### config.mk
export PLATFORM = sky130hd
export DESIGN_NAME = medidor_periodo
export DESIGN_NICKNAME = d
export VERILOG_FILES = /design/src/rtl/medidor_periodo.sv
export SDC_FILE = /design/constraint.sdc
export NUM_CORES = 1
export LEC_CHECK = 0
export BUFFER_PORTS_ARGS = -buffer_cell sky130_fd_sc_hd__buf_2
export CAP_MARGIN = 15
export CORE_MARGIN = 1
export CORE_UTILIZATION = 50
export DETAILED_ROUTE_END_ITERATION = 16
export GPL_TIMING_DRIVEN = 0
export PLACE_DENSITY = 0.77
export RECOVER_POWER = 25
export SLEW_MARGIN = 20
export SYNTH_ARGS = -nofsm -noshare
export SYNTH_HDL_FRONTEND = slang
export SYNTH_SLANG_ARGS = --single-unit
### constraint.sdc
create_clock -name clk -period 2.1 [get_ports clk]
set_input_delay 0.42 -clock clk [delete_from_list [all_inputs] [get_ports clk]]
set_output_delay 0.42 -clock clk [all_outputs]
set_load 0.02 [all_outputs]
### src/rtl/medidor_periodo.sv
// medidor_periodo: measures period and high time of a slow square wave in
// system-clock cycles, one update per input period, with a loss-of-signal
// timeout.
//
// Output handshake: valid is a one-cycle strobe with no ready; period and
// high_time are stable from the edge that raises valid until the next valid.
module medidor_periodo #(
    parameter int W = 16
) (
    input  logic         clk,
    input  logic         reset,      // asynchronous, active-low
    input  logic         in_clk,     // asynchronous square wave
    output logic [W-1:0] period,
    output logic [W-1:0] high_time,
    output logic         valid,
    output logic         timeout,
    output logic         state_dbg   // 0 = IDLE, 1 = MEASURE
);

    typedef enum logic {
        IDLE    = 1'b0,
        MEASURE = 1'b1
    } state_t;

    state_t       state;
    state_t       state_nxt;

    logic         ff1;
    logic         s;
    logic         prev;
    logic         rise;
    logic         fall;

    logic [W-1:0] cnt;
    logic [W-1:0] hlat;
    logic         cnt_max;

    // FSM control strobes
    logic         load_cnt;
    logic         inc_cnt;
    logic         capture;
    logic         grab_high;
    logic         set_timeout;

    assign rise      = s & ~prev;
    assign fall      = ~s & prev;
    assign cnt_max   = (cnt == {W{1'b1}});
    assign state_dbg = state;

    // Two-flop synchronizer plus edge-detect history register
    always_ff @(posedge clk or negedge reset) begin
        if (!reset) begin
            ff1  <= 1'b0;
            s    <= 1'b0;
            prev <= 1'b0;
        end else begin
            ff1  <= in_clk;
            s    <= ff1;
            prev <= s;
        end
    end

    // FSM state register
    always_ff @(posedge clk or negedge reset) begin
        if (!reset) begin
            state <= IDLE;
        end else begin
            state <= state_nxt;
        end
    end

    // Next-state and control decode; rise and fall never coincide
    always_comb begin
        state_nxt   = state;
        load_cnt    = 1'b0;
        inc_cnt     = 1'b0;
        capture     = 1'b0;
        grab_high   = 1'b0;
        set_timeout = 1'b0;
        case (state)
            IDLE: begin
                // First rise only arms the measurement
                if (rise) begin
                    load_cnt  = 1'b1;
                    state_nxt = MEASURE;
                end
            end
            MEASURE: begin
                grab_high = fall;
                if (rise) begin
                    load_cnt = 1'b1;
                    capture  = 1'b1;
                end else if (cnt_max) begin
                    set_timeout = 1'b1;
                    state_nxt   = IDLE;
                end else begin
                    inc_cnt = 1'b1;
                end
            end
            default: state_nxt = IDLE;
        endcase
    end

    // Cycle counter, high-time latch and registered results
    always_ff @(posedge clk or negedge reset) begin
        if (!reset) begin
            cnt       <= '0;
            hlat      <= '0;
            period    <= '0;
            high_time <= '0;
            valid     <= 1'b0;
            timeout   <= 1'b0;
        end else begin
            valid <= 1'b0;
            if (load_cnt) begin
                cnt <= {{(W-1){1'b0}}, 1'b1};
            end else if (inc_cnt && !cnt_max) begin
                cnt <= cnt + 1'b1;
            end
            if (grab_high) begin
                hlat <= cnt;
            end
            if (capture) begin
                period    <= cnt;
                high_time <= hlat;
                valid     <= 1'b1;
                timeout   <= 1'b0;
            end
            if (set_timeout) begin
                timeout <= 1'b1;
            end
        end
    end

endmodule

==> results_dict.tcl, run 1 <==
set metrics [dict create \
    syn_to_final_growth_pct 16.9 \
    layout_common_cells "dfrtp_1 (70), nand2_1 (55), buf_2 (43)" \
    violations "capacitance limit, slew limit" \
    hold_violations 0 \
    worst-path-max-fanout 7 \
    clk-insertion-delay-late_ns 0.34 \
    port_buffers 37 \
    r2r_slack_ns 0.12 \
    diodes 0 \
    drt_iter0_drc 163 \
    drive_gt1_share_pct 31.1 \
    syn_area_mm2 0.00288 \
    ys_ff_latch 70 \
    vias_per_cell 5.39 \
    die_area_mm2 0.00606 \
    ant_nets 0 \
    worst_slew_pin_slew_ns 1.81 \
    fmax_mhz 504 \
    peakVddDrop_mv 0.740 \
    clock-sinks 70 \
    dpl_worst_slack_ns -0.0931 \
    crit_path_top_delay_cell "dfrtp_1" \
    synth_top_area_cell "dfrtp_1" \
    maxSlewViolCount 34 \
    power.density_mw_per_mm2 903 \
    fin_ws_ns 0.116 \
    min_to "ff1" \
    layout.cells.non_filler 374 \
    min_path_type "input port to flop" \
    htreeDepth 3 \
    coreArea_mm2 0.00554 \
    worstSetupEndpointType "flop" \
    clock_skew_ns 0.00673 \
    rr_worst_depth 5 \
    clk_path_buf_depth 2 \
    grt_busiest_layer "met2" \
    cp_common_cell "or2_1" \
    grt_pass1_vias 1942 \
    p_leak_nw 1.75 \
    synthDistinctLibCells 36 \
    synth_nets 254 \
    layout_commonest_cell "dfrtp_1" \
    use_met1_pct 28.1 \
    wire_per_inst_um 14.5 \
    period_share_pct 94.5 \
    rr_endpoint "state_dbg" \
    hold_depth 1 \
    synth_top_area_share_pct 60.9 \
    grt_pass1_wl_mm 9.32 \
    cts_buffers 9 \
    maxSlewHeadroom_pct -20.5 \
    status "finished with violations" \
    routed_wl_mm 5.43 \
    cp-startpoint "cnt[10]" \
    globalplace.congestion 0.814 \
    worstReg2RegStart "cnt[10]" \
    rsz0062_at_grt "no" \
    cts_root_buffer "clkbuf_8" \
    yosysSeqAreaShare_pct 60.9 \
    cts_tree "built" \
    use_met3_pct 5.53 \
    min_period_ns 1.98 \
    critical_path.max_stage_delay_ns 0.50 \
    num-nets-final 302 \
    dp_hpwl_mm 3.68 \
    grt_max_degree 38 \
    crit_chain "nand4_2 -> or2_1 -> buf_2 -> o41a_1 -> or2_1" \
    p_total_mw 3.04 \
    arrival_ns 2.20 \
    rows 27 \
    finalSetupViolations 0 \
    syn_inst 250 \
    synth.area.top_cells "dfrtp_1 (61%), mux2_2 (12%), nand2_1 (7.3%)" \
    avgSynthCellArea_um2 11.5 \
    crit_type "flop to flop" \
    ys_warn_count 0 \
    die_w_um 77.8 \
    overflow 0 \
    drv_cap 1 \
    required_ns 2.32 \
    drc 0 \
    path_clk_slew_ns 0.07 \
    dr.pass1.iters 5 \
    dieHeight_um 77.8 \
    ios 38 \
    grt_use_met2_pct 29.7 \
    dp_cells 360 \
    grt_use_total_pct 20.3 \
    post-route-util_pct 60.7 \
    vias 2017 \
    cp-start-kind "flop" \
    antenna_found_initial 0 \
    whs_ns 0.187 \
    hp-start "in_clk" \
    initial_core_util_pct 51.9 \
]
==> cells by family after synthesis <==
family	synth area share [%]
fa+ha+maj	0.435
flops	60.9
compound gates	7.09
simple gates	16.3
buf+inv	2.39
mux	12.8
==> where the power goes <==
part / switching (mW) / leakage [nW] / internal, mW / total [mW]
sequential: 0.123 / 0.940 / 1.49 / 1.61
combinational: 0.250 / 0.716 / 0.172 / 0.423
clock: 0.447 / 0.0958 / 0.553 / 1.00
==> how the worst max path moves through the flow <==
| stage | endpoint | depth (start not counted) |
|---|---|---|
| after floorplan | cnt[13] | 6 |
| after global placement | period[2] | 7 |
| after detailed placement | period[2] | 7 |
| after CTS | cnt[10] | 5 |
| after global routing | cnt[13] | 6 |
| final | state_dbg | 5 |
==> state kept, by name (all words and copies together) (netlist names) <==
signal and flops:
cnt 16, ff1 1, high_time 16, hlat 16, period 16, prev 1, s 1, state_dbg 1
timeout 1, valid 1
==> synth_stat cells <==
master / n
dfrtp_1: 70
nand2_1: 56
mux2_2: 31
nor2_1: 9
a21oi_1: 7
buf_2: 7
clkbuf_1: 7
a31oi_1: 6
nand3_1: 6
o21ai_0: 6
and3_1: 4
a211oi_1: 3
nand4_1: 3
nor3_1: 3
o31ai_1: 3
a41o_1: 2
and2_1: 2
inv_1: 2
mux2i_1: 2
nand2b_1: 2
or2_1: 2
or3_1: 2
or4_1: 2
a41oi_1: 1
and4_1: 1
and4b_1: 1
ha_1: 1
nand3_2: 1
nand3b_1: 1
nand4_2: 1
nor2b_1: 1
nor3_2: 1
nor4_1: 1
o211ai_1: 1
o31a_1: 1
o41a_1: 1
==> stage by stage <==
| stage | setup TNS (ns) | instance area [um^2] |
|---|---|---|
| 4_1_cts | 0 | 3360 |
| 3_5_place_dp | -1.33 | 3170 |
| 5_1_grt | 0 | 3360 |
| 3_3_place_gp | -0.0780 | 3150 |
| 2_1_floorplan | 0 | 2880 |
| 6_report | 0 | 3360 |
==> worst max-delay path, delay by kind of cell (launching register included) <==
family          cells  cell delay [ns]
compound gates      1             0.49
buf+inv             1             0.17
flops               1             0.50
simple gates        3             0.72
==> per-layer routing <==
metal / part of all wire, % / up-vias
li1: - / 963
met1: 47 / 985
met2: 46 / 53
met3: 4.4 / 16
met4: 2.0 / 0
met5: 0 / -
==> layout make-up <==
cell class                      instances  area [um^2]
Fill cell                             459         2180
Sequential cell                        70         1750
Multi-Input combinational cell        164         1060
Timing Repair Buffer                   38          204
Clock buffer                           15          186
Tap cell                               72         90.1
Buffer                                 13         57.6
Inverter                                2         7.51
==> what timing repair did <==
item,in CTS,in global routing
hold buffers,0,0
buffers inserted,0,0
resized for setup,1,2
endpoints found under the setup margin,21,25
Power figures use the tool's default switching activity.
==> run 2: changes to the inputs <==
--- a/config.mk
+++ b/config.mk
@@ -8,10 +8,10 @@
 export BUFFER_PORTS_ARGS = -buffer_cell sky130_fd_sc_hd__buf_2
 export CAP_MARGIN = 15
 export CORE_MARGIN = 1
-export CORE_UTILIZATION = 50
+export CORE_UTILIZATION = 40
 export DETAILED_ROUTE_END_ITERATION = 16
 export GPL_TIMING_DRIVEN = 0
-export PLACE_DENSITY = 0.77
+export PLACE_DENSITY = 0.65
 export RECOVER_POWER = 25
 export SLEW_MARGIN = 20
 export SYNTH_ARGS = -nofsm -noshare
==> run 2 against run 1 <==
  * Worst setup slack improved by 0.014 ns
  * Power rose by 6.4%
  * Combinational power barely moved
  * Highest routed layer unchanged
  * Largest cell class unchanged
  * Sequential share of layout area fell by 0.97 points
  * Global-route usage fell by 3.0 points
  * The run now ends clean
  * Clock skew fell by 0.00078 ns
  * Largest power group unchanged
==> results_dict.tcl, run 2 (same netlist as run 1, synthesis figures left out) <==
set metrics [dict create \
    worstReg2RegStart "cnt[3]" \
    min_path_type "input port to flop" \
    ios 38 \
    min_period_ns 1.97 \
    comb_power_share_pct 13.1 \
    rows 30 \
    dr.pass1.iters 4 \
    finalSetupViolations 0 \
    drc 0 \
    diodes 0 \
    worst-path-max-fanout 8 \
    peakVddDrop_mv 0.587 \
    postCtsSetupBuffers 0 \
    antenna_found_initial 0 \
    layout.cells.non_filler 399 \
    clock-sinks 70 \
    die_area_mm2 0.00753 \
    dp_hpwl_mm 3.84 \
    hold_violations 0 \
    p_leak_nw 1.76 \
    grt_pass1_wl_mm 9.72 \
    globalplace.congestion 0.786 \
    initial_core_util_pct 41.9 \
    dieHeight_um 86.8 \
    cp-startpoint "cnt[3]" \
    cts_buffers 9 \
    vias_per_cell 5.13 \
    crit_type "flop to flop" \
    clk_path_buf_depth 2 \
    port_buffers 37 \
    drv_cap 0 \
    worstSetupEndpointType "flop" \
    status "complete, no violations" \
    clkPwrFrac_pct 36.9 \
    power.density_mw_per_mm2 943 \
    clock_skew_ns 0.00595 \
    routed_wl_mm 5.76 \
    required_ns 2.36 \
    dpl_worst_slack_ns -0.0681 \
    hp-start "in_clk" \
    clk-insertion-delay-late_ns 0.35 \
    period_share_pct 93.8 \
    drive_gt1_share_pct 32.0 \
    cp-start-kind "flop" \
    grt_use_total_pct 17.3 \
    vias 2048 \
    maxSlewHeadroom_pct 26.3 \
    dp_cells 384 \
    ant_nets 0 \
    fin_ws_ns 0.130 \
    coreArea_mm2 0.00687 \
    cts_tree "built" \
    intPower_mw 2.36 \
    p_switching_mw 0.875 \
    cts_root_buffer "clkbuf_8" \
    drt_iter0_drc 162 \
    p_seq_share_pct 50.0 \
    layout_common_cells "dfrtp_1 (70), nand2_1 (55), buf_2 (43)" \
    overflow 0 \
    wire_per_inst_um 14.4 \
    maxSlewViolCount 0 \
    layout_commonest_cell "dfrtp_1" \
    htreeDepth 3 \
    num-nets-final 302 \
    r2r_slack_ns 0.13 \
    worst_slew_pin_slew_ns 1.11 \
    grt_pass1_vias 1954 \
    arrival_ns 2.23 \
    path_clk_slew_ns 0.07 \
    fmax_mhz 508 \
    switching_share_pct 27.1 \
    finalSetupTns_ns 0 \
    grt_max_degree 52 \
    nFillCells 648 \
    syn_to_final_growth_pct 19.1 \
    die_w_um 86.8 \
]
run 2: cell types whose count changed in the layout (fill, tap and decap cells not counted), sizes merged:
cell / delta
dlygate4sd3: +1
clkinvlp: +2
bufinv: +2
clkinv: +2
clkbuf: -6
run 2: worst paths after layout:
| check | cells after the start | to |
|---|---|---|
| hold / removal | 1 | ff1 |
| min in group asynchronous | 2 | high_time[13] |
| hold reg to reg | 0 | s |
| setup / recovery | 5 | cnt[11] |
| max in group asynchronous | 3 | hlat[0] |
| setup reg to reg | 5 | cnt[11] |
run 2: timing repair:
item,4_1_cts,5_1_grt
hold buffers,1,0
pin swaps,0,0
resized for setup,2,1
hold endpoints to repair,19,0
setup endpoints to repair,23,24
run 2: final cells by class:
class,count,area (um^2),area share [%]
buffer,12,53.8,1.57
clock buffer,10,138,4.02
clock inverter,6,85.1,2.48
inverter,2,7.51,0.219
multi-input combinational,164,1060,31.1
sequential,70,1750,51.1
tap,96,120,3.51
timing repair buffer,39,205,5.99
run 2: critical path, cell delays in order (launching register included):
cell and delay, ns:
dfrtp_1 0.50, nand3_2 0.18, or3_1 0.40, clkbuf_1 0.19
or4_1 0.44, a21oi_1 0.18
run 2: metrics by stage:
stage | area (um^2) | total power [mW] | util (%) | hold slack (ns)
after global routing | 3430 | 3.39 | 49.9 | 0.160
after floorplan | 2880 | 1.89 | - | 0.124
after CTS | 3450 | 3.28 | 50.2 | 0.174
after detailed placement | 3210 | 2.08 | 46.7 | 0.328
after global placement | 3180 | 2.06 | 46.3 | 0.332
final | 3430 | 3.23 | 49.9 | 0.184
run 2: per-layer routing:
layer	track usage, %	wire length (um)	vias up
li1	-	-	970
met1	23.8	2760	1021
met2	25.3	2680	49
met3	6.38	254	8
met4	5.45	61	0
met5	0	0	-
run 2: power groups by stage:
stage | Sequential, mW | Combinational [mW] | Clock [mW]
floorplan | 1.68 | 0.213 | 0
global placement | 1.61 | 0.444 | 0
detailed placement | 1.62 | 0.461 | 0
CTS | 1.59 | 0.464 | 1.22
global route | 1.63 | 0.472 | 1.28
finish | 1.61 | 0.425 | 1.19
